$ cat src/rtl/cache_nway_pkg.sv
// Shared types and tree-PLRU helpers for the N-way write-back cache controller.
package cache_nway_pkg;

  typedef enum logic {cpu = 1'b0, memory = 1'b1} dimux_sel_t;

  typedef enum logic [1:0] {zeros = 2'd0, cpu_mbe = 2'd1, ones = 2'd2} wemux_sel_t;

  typedef enum logic {from_cpu = 1'b0, from_victim_tag = 1'b1} addrmux_sel_t;

  typedef enum logic [1:0] {HIT_CHECK, WRITE_BACK, READ_BACK} state_e;

  // First node index of a tree level (heap layout, root at 0).
  function automatic int plru_level_base(input int depth);
    return (1 << depth) - 1;
  endfunction

  // Index of the node at a given depth and left-to-right position.
  function automatic int plru_node(input int depth, input int pos);
    return plru_level_base(depth) + pos;
  endfunction

endpackage

$ cat src/rtl/cache_control_nway_plru_tree.sv
// Combinational tree-PLRU: update on access and victim walk.
module plru_tree
  import cache_nway_pkg::*;
#(
  parameter int NUM_WAYS = 4,
  localparam int WAY_W = $clog2(NUM_WAYS)
) (
  input  logic [NUM_WAYS-2:0] plru_i,
  input  logic [WAY_W-1:0]    access_way,
  output logic [NUM_WAYS-2:0] plru_o,
  output logic [WAY_W-1:0]    victim
);

  // At depth d the path node is selected by the top d bits of the way index;
  // the way bit at that depth says which child the path takes.
  always_comb begin
    plru_o = plru_i;
    victim = '0;
    for (int d = 0; d < WAY_W; d++) begin
      for (int p = 0; p < (1 << d); p++) begin
        if ((access_way >> (WAY_W - d)) == WAY_W'(p))
          plru_o[plru_node(d, p)] = ~access_way[WAY_W-1-d];
        if ((victim >> (WAY_W - d)) == WAY_W'(p))
          victim[WAY_W-1-d] = plru_i[plru_node(d, p)];
      end
    end
  end

endmodule

$ cat src/rtl/cache_control_nway.sv
// N-way write-back cache controller FSM with tree-PLRU replacement.
// Optional perf counters (hit/miss/write-back) under CACHE_NWAY_PERF_CNT_EN.
module cache_control_nway
  import cache_nway_pkg::*;
#(
  parameter int NUM_WAYS = 4,
  parameter int CNT_W    = 32,
  localparam int WAY_W   = $clog2(NUM_WAYS)
) (
  input  logic                         clk,
  input  logic                         rst_n,
  input  logic [NUM_WAYS-1:0]          valid_i,
  input  logic [NUM_WAYS-1:0]          dirty_i,
  input  logic [NUM_WAYS-1:0]          cmp_i,
  input  logic [NUM_WAYS-2:0]          plru_i,
  output dimux_sel_t                   dimux_sel,
  output logic [WAY_W-1:0]             domux_sel,
  output wemux_sel_t [NUM_WAYS-1:0]    wemux_sel,
  output addrmux_sel_t                 addrmux_sel,
  output logic [WAY_W-1:0]             victim_way_o,
  output logic                         plru_load,
  output logic [NUM_WAYS-2:0]          plru_o,
  output logic [NUM_WAYS-1:0]          valid_load,
  output logic [NUM_WAYS-1:0]          valid_o,
  output logic [NUM_WAYS-1:0]          dirty_load,
  output logic [NUM_WAYS-1:0]          dirty_o,
  output logic [NUM_WAYS-1:0]          tag_load,
  input  logic                         mem_read,
  input  logic                         mem_write,
  output logic                         mem_resp,
  input  logic                         pmem_resp,
  output logic                         pmem_read,
  output logic                         pmem_write
`ifdef CACHE_NWAY_PERF_CNT_EN
  ,
  output logic [CNT_W-1:0]             hit_cnt,
  output logic [CNT_W-1:0]             miss_cnt,
  output logic [CNT_W-1:0]             wb_cnt
`endif
);

  if (NUM_WAYS < 2 || (NUM_WAYS & (NUM_WAYS - 1)) != 0) begin : g_bad_ways
    $error("NUM_WAYS must be a power of two >= 2");
  end
  if (CNT_W < 1) begin : g_bad_cnt
    $error("CNT_W must be >= 1");
  end

  state_e               state, state_n;
  logic [WAY_W-1:0]     victim_q;
  logic [NUM_WAYS-1:0]  hit_vec;
  logic                 req, hit, inval_any;
  logic [WAY_W-1:0]     hit_way, inval_way, plru_victim, miss_victim;
  logic [NUM_WAYS-2:0]  plru_upd;

  assign req     = mem_read | mem_write;
  assign hit_vec = valid_i & cmp_i;
  assign hit     = |hit_vec;

  // Lowest index wins for both hit and invalid-way search.
  always_comb begin
    hit_way   = '0;
    inval_way = '0;
    inval_any = 1'b0;
    for (int i = NUM_WAYS - 1; i >= 0; i--) begin
      if (hit_vec[i]) hit_way = WAY_W'(i);
      if (!valid_i[i]) begin
        inval_way = WAY_W'(i);
        inval_any = 1'b1;
      end
    end
  end

  plru_tree #(.NUM_WAYS(NUM_WAYS)) u_plru (
    .plru_i     (plru_i),
    .access_way (hit_way),
    .plru_o     (plru_upd),
    .victim     (plru_victim)
  );

  assign miss_victim  = inval_any ? inval_way : plru_victim;
  assign victim_way_o = victim_q;
  assign plru_o       = plru_upd;

  always_ff @(posedge clk or negedge rst_n) begin
    if (!rst_n) begin
      state    <= HIT_CHECK;
      victim_q <= '0;
    end else begin
      state <= state_n;
      if (state == HIT_CHECK && req && !hit) victim_q <= miss_victim;
    end
  end

  always_comb begin
    state_n     = state;
    mem_resp    = 1'b0;
    plru_load   = 1'b0;
    dimux_sel   = cpu;
    domux_sel   = '0;
    addrmux_sel = from_cpu;
    valid_load  = '0;
    valid_o     = '0;
    dirty_load  = '0;
    dirty_o     = '0;
    tag_load    = '0;
    pmem_read   = 1'b0;
    pmem_write  = 1'b0;
    for (int i = 0; i < NUM_WAYS; i++) wemux_sel[i] = zeros;
    case (state)
      HIT_CHECK: begin
        if (req && hit) begin
          mem_resp  = 1'b1;
          plru_load = 1'b1;
          if (mem_write) begin
            wemux_sel[hit_way]  = cpu_mbe;
            dirty_load[hit_way] = 1'b1;
            dirty_o[hit_way]    = 1'b1;
          end else begin
            domux_sel = hit_way;
          end
        end else if (req) begin
          state_n = (valid_i[miss_victim] && dirty_i[miss_victim]) ? WRITE_BACK : READ_BACK;
        end
      end
      WRITE_BACK: begin
        pmem_write  = 1'b1;
        addrmux_sel = from_victim_tag;
        domux_sel   = victim_q;
        if (pmem_resp) state_n = READ_BACK;
      end
      READ_BACK: begin
        pmem_read          = 1'b1;
        dimux_sel          = memory;
        valid_o[victim_q]  = 1'b1;
        // Line metadata commits only with the completed fill, so an aborted
        // fill never leaves a half-written line marked valid.
        if (pmem_resp) begin
          wemux_sel[victim_q]  = ones;
          tag_load[victim_q]   = 1'b1;
          valid_load[victim_q] = 1'b1;
          dirty_load[victim_q] = 1'b1;
          state_n              = HIT_CHECK;
        end
      end
      default: state_n = HIT_CHECK;
    endcase
  end

`ifdef CACHE_NWAY_PERF_CNT_EN
  logic hit_evt, miss_evt, wb_evt;
  assign hit_evt  = (state == HIT_CHECK) && req && hit;
  assign miss_evt = (state == HIT_CHECK) && req && !hit;
  assign wb_evt   = miss_evt && (state_n == WRITE_BACK);

  always_ff @(posedge clk or negedge rst_n) begin
    if (!rst_n) begin
      hit_cnt  <= '0;
      miss_cnt <= '0;
      wb_cnt   <= '0;
    end else begin
      if (hit_evt  && !(&hit_cnt))  hit_cnt  <= hit_cnt  + 1'b1;
      if (miss_evt && !(&miss_cnt)) miss_cnt <= miss_cnt + 1'b1;
      if (wb_evt   && !(&wb_cnt))   wb_cnt   <= wb_cnt   + 1'b1;
    end
  end
`endif

endmodule
$ cat config.mk
export PLATFORM = sky130hd
export DESIGN_NAME = cache_control_nway
export DESIGN_NICKNAME = d
export VERILOG_FILES = /design/src/rtl/cache_nway_pkg.sv /design/src/rtl/cache_control_nway_plru_tree.sv /design/src/rtl/cache_control_nway.sv
export SDC_FILE = /design/constraint.sdc
export NUM_CORES = 1
export LEC_CHECK = 0
export BUFFER_PORTS_ARGS = -buffer_cell sky130_fd_sc_hd__clkbuf_2
export CORE_MARGIN = 2
export CORE_UTILIZATION = 30
export DETAILED_ROUTE_END_ITERATION = 12
export PLACE_DENSITY = 0.64
export SLEW_MARGIN = 40
export SYNTH_ARGS = -nofsm -noshare
export SYNTH_HDL_FRONTEND = slang
export SYNTH_HIERARCHICAL = 1
export SYNTH_SLANG_ARGS = --single-unit
export TNS_END_PERCENT = 100
$ cat constraint.sdc
create_clock -name clk -period 1.33 [get_ports clk]
set_clock_uncertainty 0.05 [all_clocks]
set_input_delay 0.133 -clock clk [delete_from_list [all_inputs] [get_ports clk]]
set_output_delay 0.133 -clock clk [all_outputs]
set_load 0.02 [all_outputs]
==> results.toml <==
[sta]
post-route-period-util_pct = 132
timing.setup.tns_ns = -10.13
worst_pin_slew_ns = 0.310
timing_max_transition_violations_final = 0
grt_setup_unrepaired = "yes"
setup_ws_ns = -0.426
finalHoldViolations = 0
tightest_hold_margin_ns = 0.173
achievable-frequency_mhz = 569
final-setup-viol-count = 42
maxSlewHeadroom_pct = 79.4
min_period_ns = 1.76

[floorplanning]
fp.dieW_um = 52.2
placement_rows = 17
effective_utilization_at_floorplan_pct = 31.5
core_area_um2 = 2210
die_outline_height_um = 52.2
ioPinCount = 61
fp.dieArea_um2 = 2720

[route]
detailroute.via_count = 1106
drtIter0Drc = 32
detail_route.wirelength_um = 3740
drtAntennaViolNets = 0
routed_via_density = 5.24
wl_per_cell_um = 17.7
drt_pre_antenna_iters = 4
post_route_drc_violation_count = 0

[global_routing]
grt_max_degree = 8
number_of_global_route_vias_before_repair = 1054
track_usage_pct = 22.7
grt.overflow.total = 0
initial_antenna_violation_count = 0
wire_length_of_the_first_global_routing_pass_um = 4660

[critical_path]
r2r_cells = 6
crit_fanout = 4
timing.critical_path.slowest_stage_cell = "dfrtp_2"
timing.reg2reg.setup_slack_ns = -0.06
path_buf_inv = 1
path_depth = 5
cp_slowest_stage_delay_ns = 0.46
worst_setup_path_type = "reg2out"
cp.arrival_ns = 1.57
critical_path.endpoint = "dirty_load[2]"
endpoint_kind = "primary output"
worstSetupStartpointType = "flip-flop"
cp.required_ns = 1.15
r2r-start = "state[0]"
critical-path-top-delay-family = "simple AND/OR/NAND/NOR gates"
startpoint = "state[0]"
r2r-end = "victim_way_o[1]"
path_cells = "nor2_4, nand2_4, nor4bb_4, or2_4, buf_8"

[clock_tree]
clkLatencyLatePin_ns = 0.25
cts_root_buf = "clkbuf_4"
clock_pin_slew_of_the_registers_on_the_worst_case_setup_and_hold_paths_ns = 0.05
clock_tree.buffer_depth = 2
cts_inserted_buffers = 3
clock_sinks = 4
h_tree_levels = 1
cts_tree = "done"

[layout]
num-nets-final = 204
areaGrowthSynthToFinish_pct = 166
final_layout_size_suffix_gt1_share_pct = 79.2
antennaDiodeCount = 0

[power_and_ir_drop]
p_leak_nw = 0.882
irDropWorstVdd_mv = 0.942
power-per-cell-area_nw_per_um2 = 1000

[logic_synthesis]
syn_nets = 112
syn-instance-count = 92
synth.lib_cells_used.distinct = 36
mappedNetlistArea_um2 = 697
synthDominantCellAreaShare_pct = 14.4
syn_area_per_cell_um2 = 7.58
synth_sequential_area_ratio_pct = 14.4
post_synth_main_area_contributors = "dfrtp_1 (14%), nor2_1 (9.7%), buf_4 (8.6%)"
yosys.area.top_type = "dfrtp_1"
synth.ff_latch_count = 4
yosys_warnings = 6

[status]
failed_checks = "setup timing"
outcome = "finished, violations left"

[place]
numPortBuffers = 60
place.gp.congestion = 0.718
dp.final_hpwl_um = 2110

[hold_path]
holdCritPathClass = "in2async"

[run]
maxCapViolations = 0
per-layer routing:
metal	routed length, um	track usage [%]	share of wire [%]
met5	0	0	0
met3	254	4.57	6.8
met1	1450	23.8	39
met4	108	3.85	2.9
met2	1920	46.2	51
kinds of logic (layout without fill, tap and decap cells):
family          count (synthesis)  after routing  synth area share (%)
simple gates                   54             54                  47.0
compound gates                 18             18                  21.2
buf+inv                        12            103                  10.8
mux                             4              4                  6.64
flops                           4              4                  14.4
state kept, by name, summed over array words and instances (netlist names):
register and cells:
state 2, victim_way_o 2
worst min path at each step:
stage | cells after the start | start | endpoint
finish | 2 | rst_n | state[0]
global placement | 1 | rst_n | victim_way_o[1]
detailed placement | 1 | rst_n | victim_way_o[1]
global route | 2 | rst_n | state[0]
CTS | 2 | rst_n | state[0]
floorplan | 0 | rst_n | state[0]
synthesized netlist by cell type:
| master | number |
|---|---|
| nor2_1 | 18 |
| nand2_1 | 11 |
| buf_4 | 8 |
| a21oi_1 | 4 |
| dfrtp_1 | 4 |
| inv_1 | 4 |
| nand2_2 | 3 |
| nand2b_1 | 3 |
| nor3b_1 | 3 |
| a22oi_2 | 2 |
| and3_1 | 2 |
| mux2i_1 | 2 |
| nor2b_1 | 2 |
| nor2b_4 | 2 |
| o22ai_1 | 2 |
| or2_1 | 2 |
| a2111oi_0 | 1 |
| a211oi_1 | 1 |
| a21o_1 | 1 |
| a22o_1 | 1 |
| a22oi_1 | 1 |
| a31oi_1 | 1 |
| a32oi_2 | 1 |
| and2b_2 | 1 |
| and4b_1 | 1 |
| mux2_2 | 1 |
| mux2_4 | 1 |
| nand3_1 | 1 |
| nand4b_1 | 1 |
| nand4b_2 | 1 |
| nor2_4 | 1 |
| nor4bb_1 | 1 |
| nor4bb_4 | 1 |
| o211ai_1 | 1 |
| o21ai_0 | 1 |
| o221ai_2 | 1 |
layout make-up:
cell class | count | area (um^2)
clock buffer | 4 | 26.3
sequential | 4 | 103
fill | 129 | 360
inverter | 4 | 15.0
timing repair buffer | 95 | 897
tap | 28 | 35.0
multi-input combinational | 76 | 776
per-stage QoR:
step                setup WS (ns)  power [mW]  area [um^2]  util [%]  std cells
finish                     -0.426        1.86         1850      83.7        211
global route               -0.488        1.94         1850      83.7        211
CTS                        -0.356        1.66         1700      76.7        208
detailed placement         -0.134        1.11         1230      55.8        194
global placement          -0.0930        1.10         1230      55.8        194
floorplan                  -0.212       0.772          805         -         92
power by group:
group          internal, mW  switching (mW)  total, mW
logic                 0.735           0.755       1.49
clock network         0.113          0.0604      0.173
registers             0.151          0.0402      0.191
total                  1.00           0.856       1.86
layout by cell type (no fill, tap or decap), types with 3 or more instances in the layout:
master and n:
inv_1 4, nor2_4 15, clkbuf_2 23, clkbuf_4 4, buf_4 28, nor2b_4 4
nand2_1 11, buf_8 22, nor2_1 4, a21oi_1 3, buf_6 17, nand2_4 3
repair_timing:
item,in CTS,in global routing
buffers inserted,9,5
pin swaps,11,10
setup endpoints to repair,38,41
hold buffers,1,0
hold endpoints to repair,4,0
resized for setup,79,63
Power figures use the tool's default switching activity.
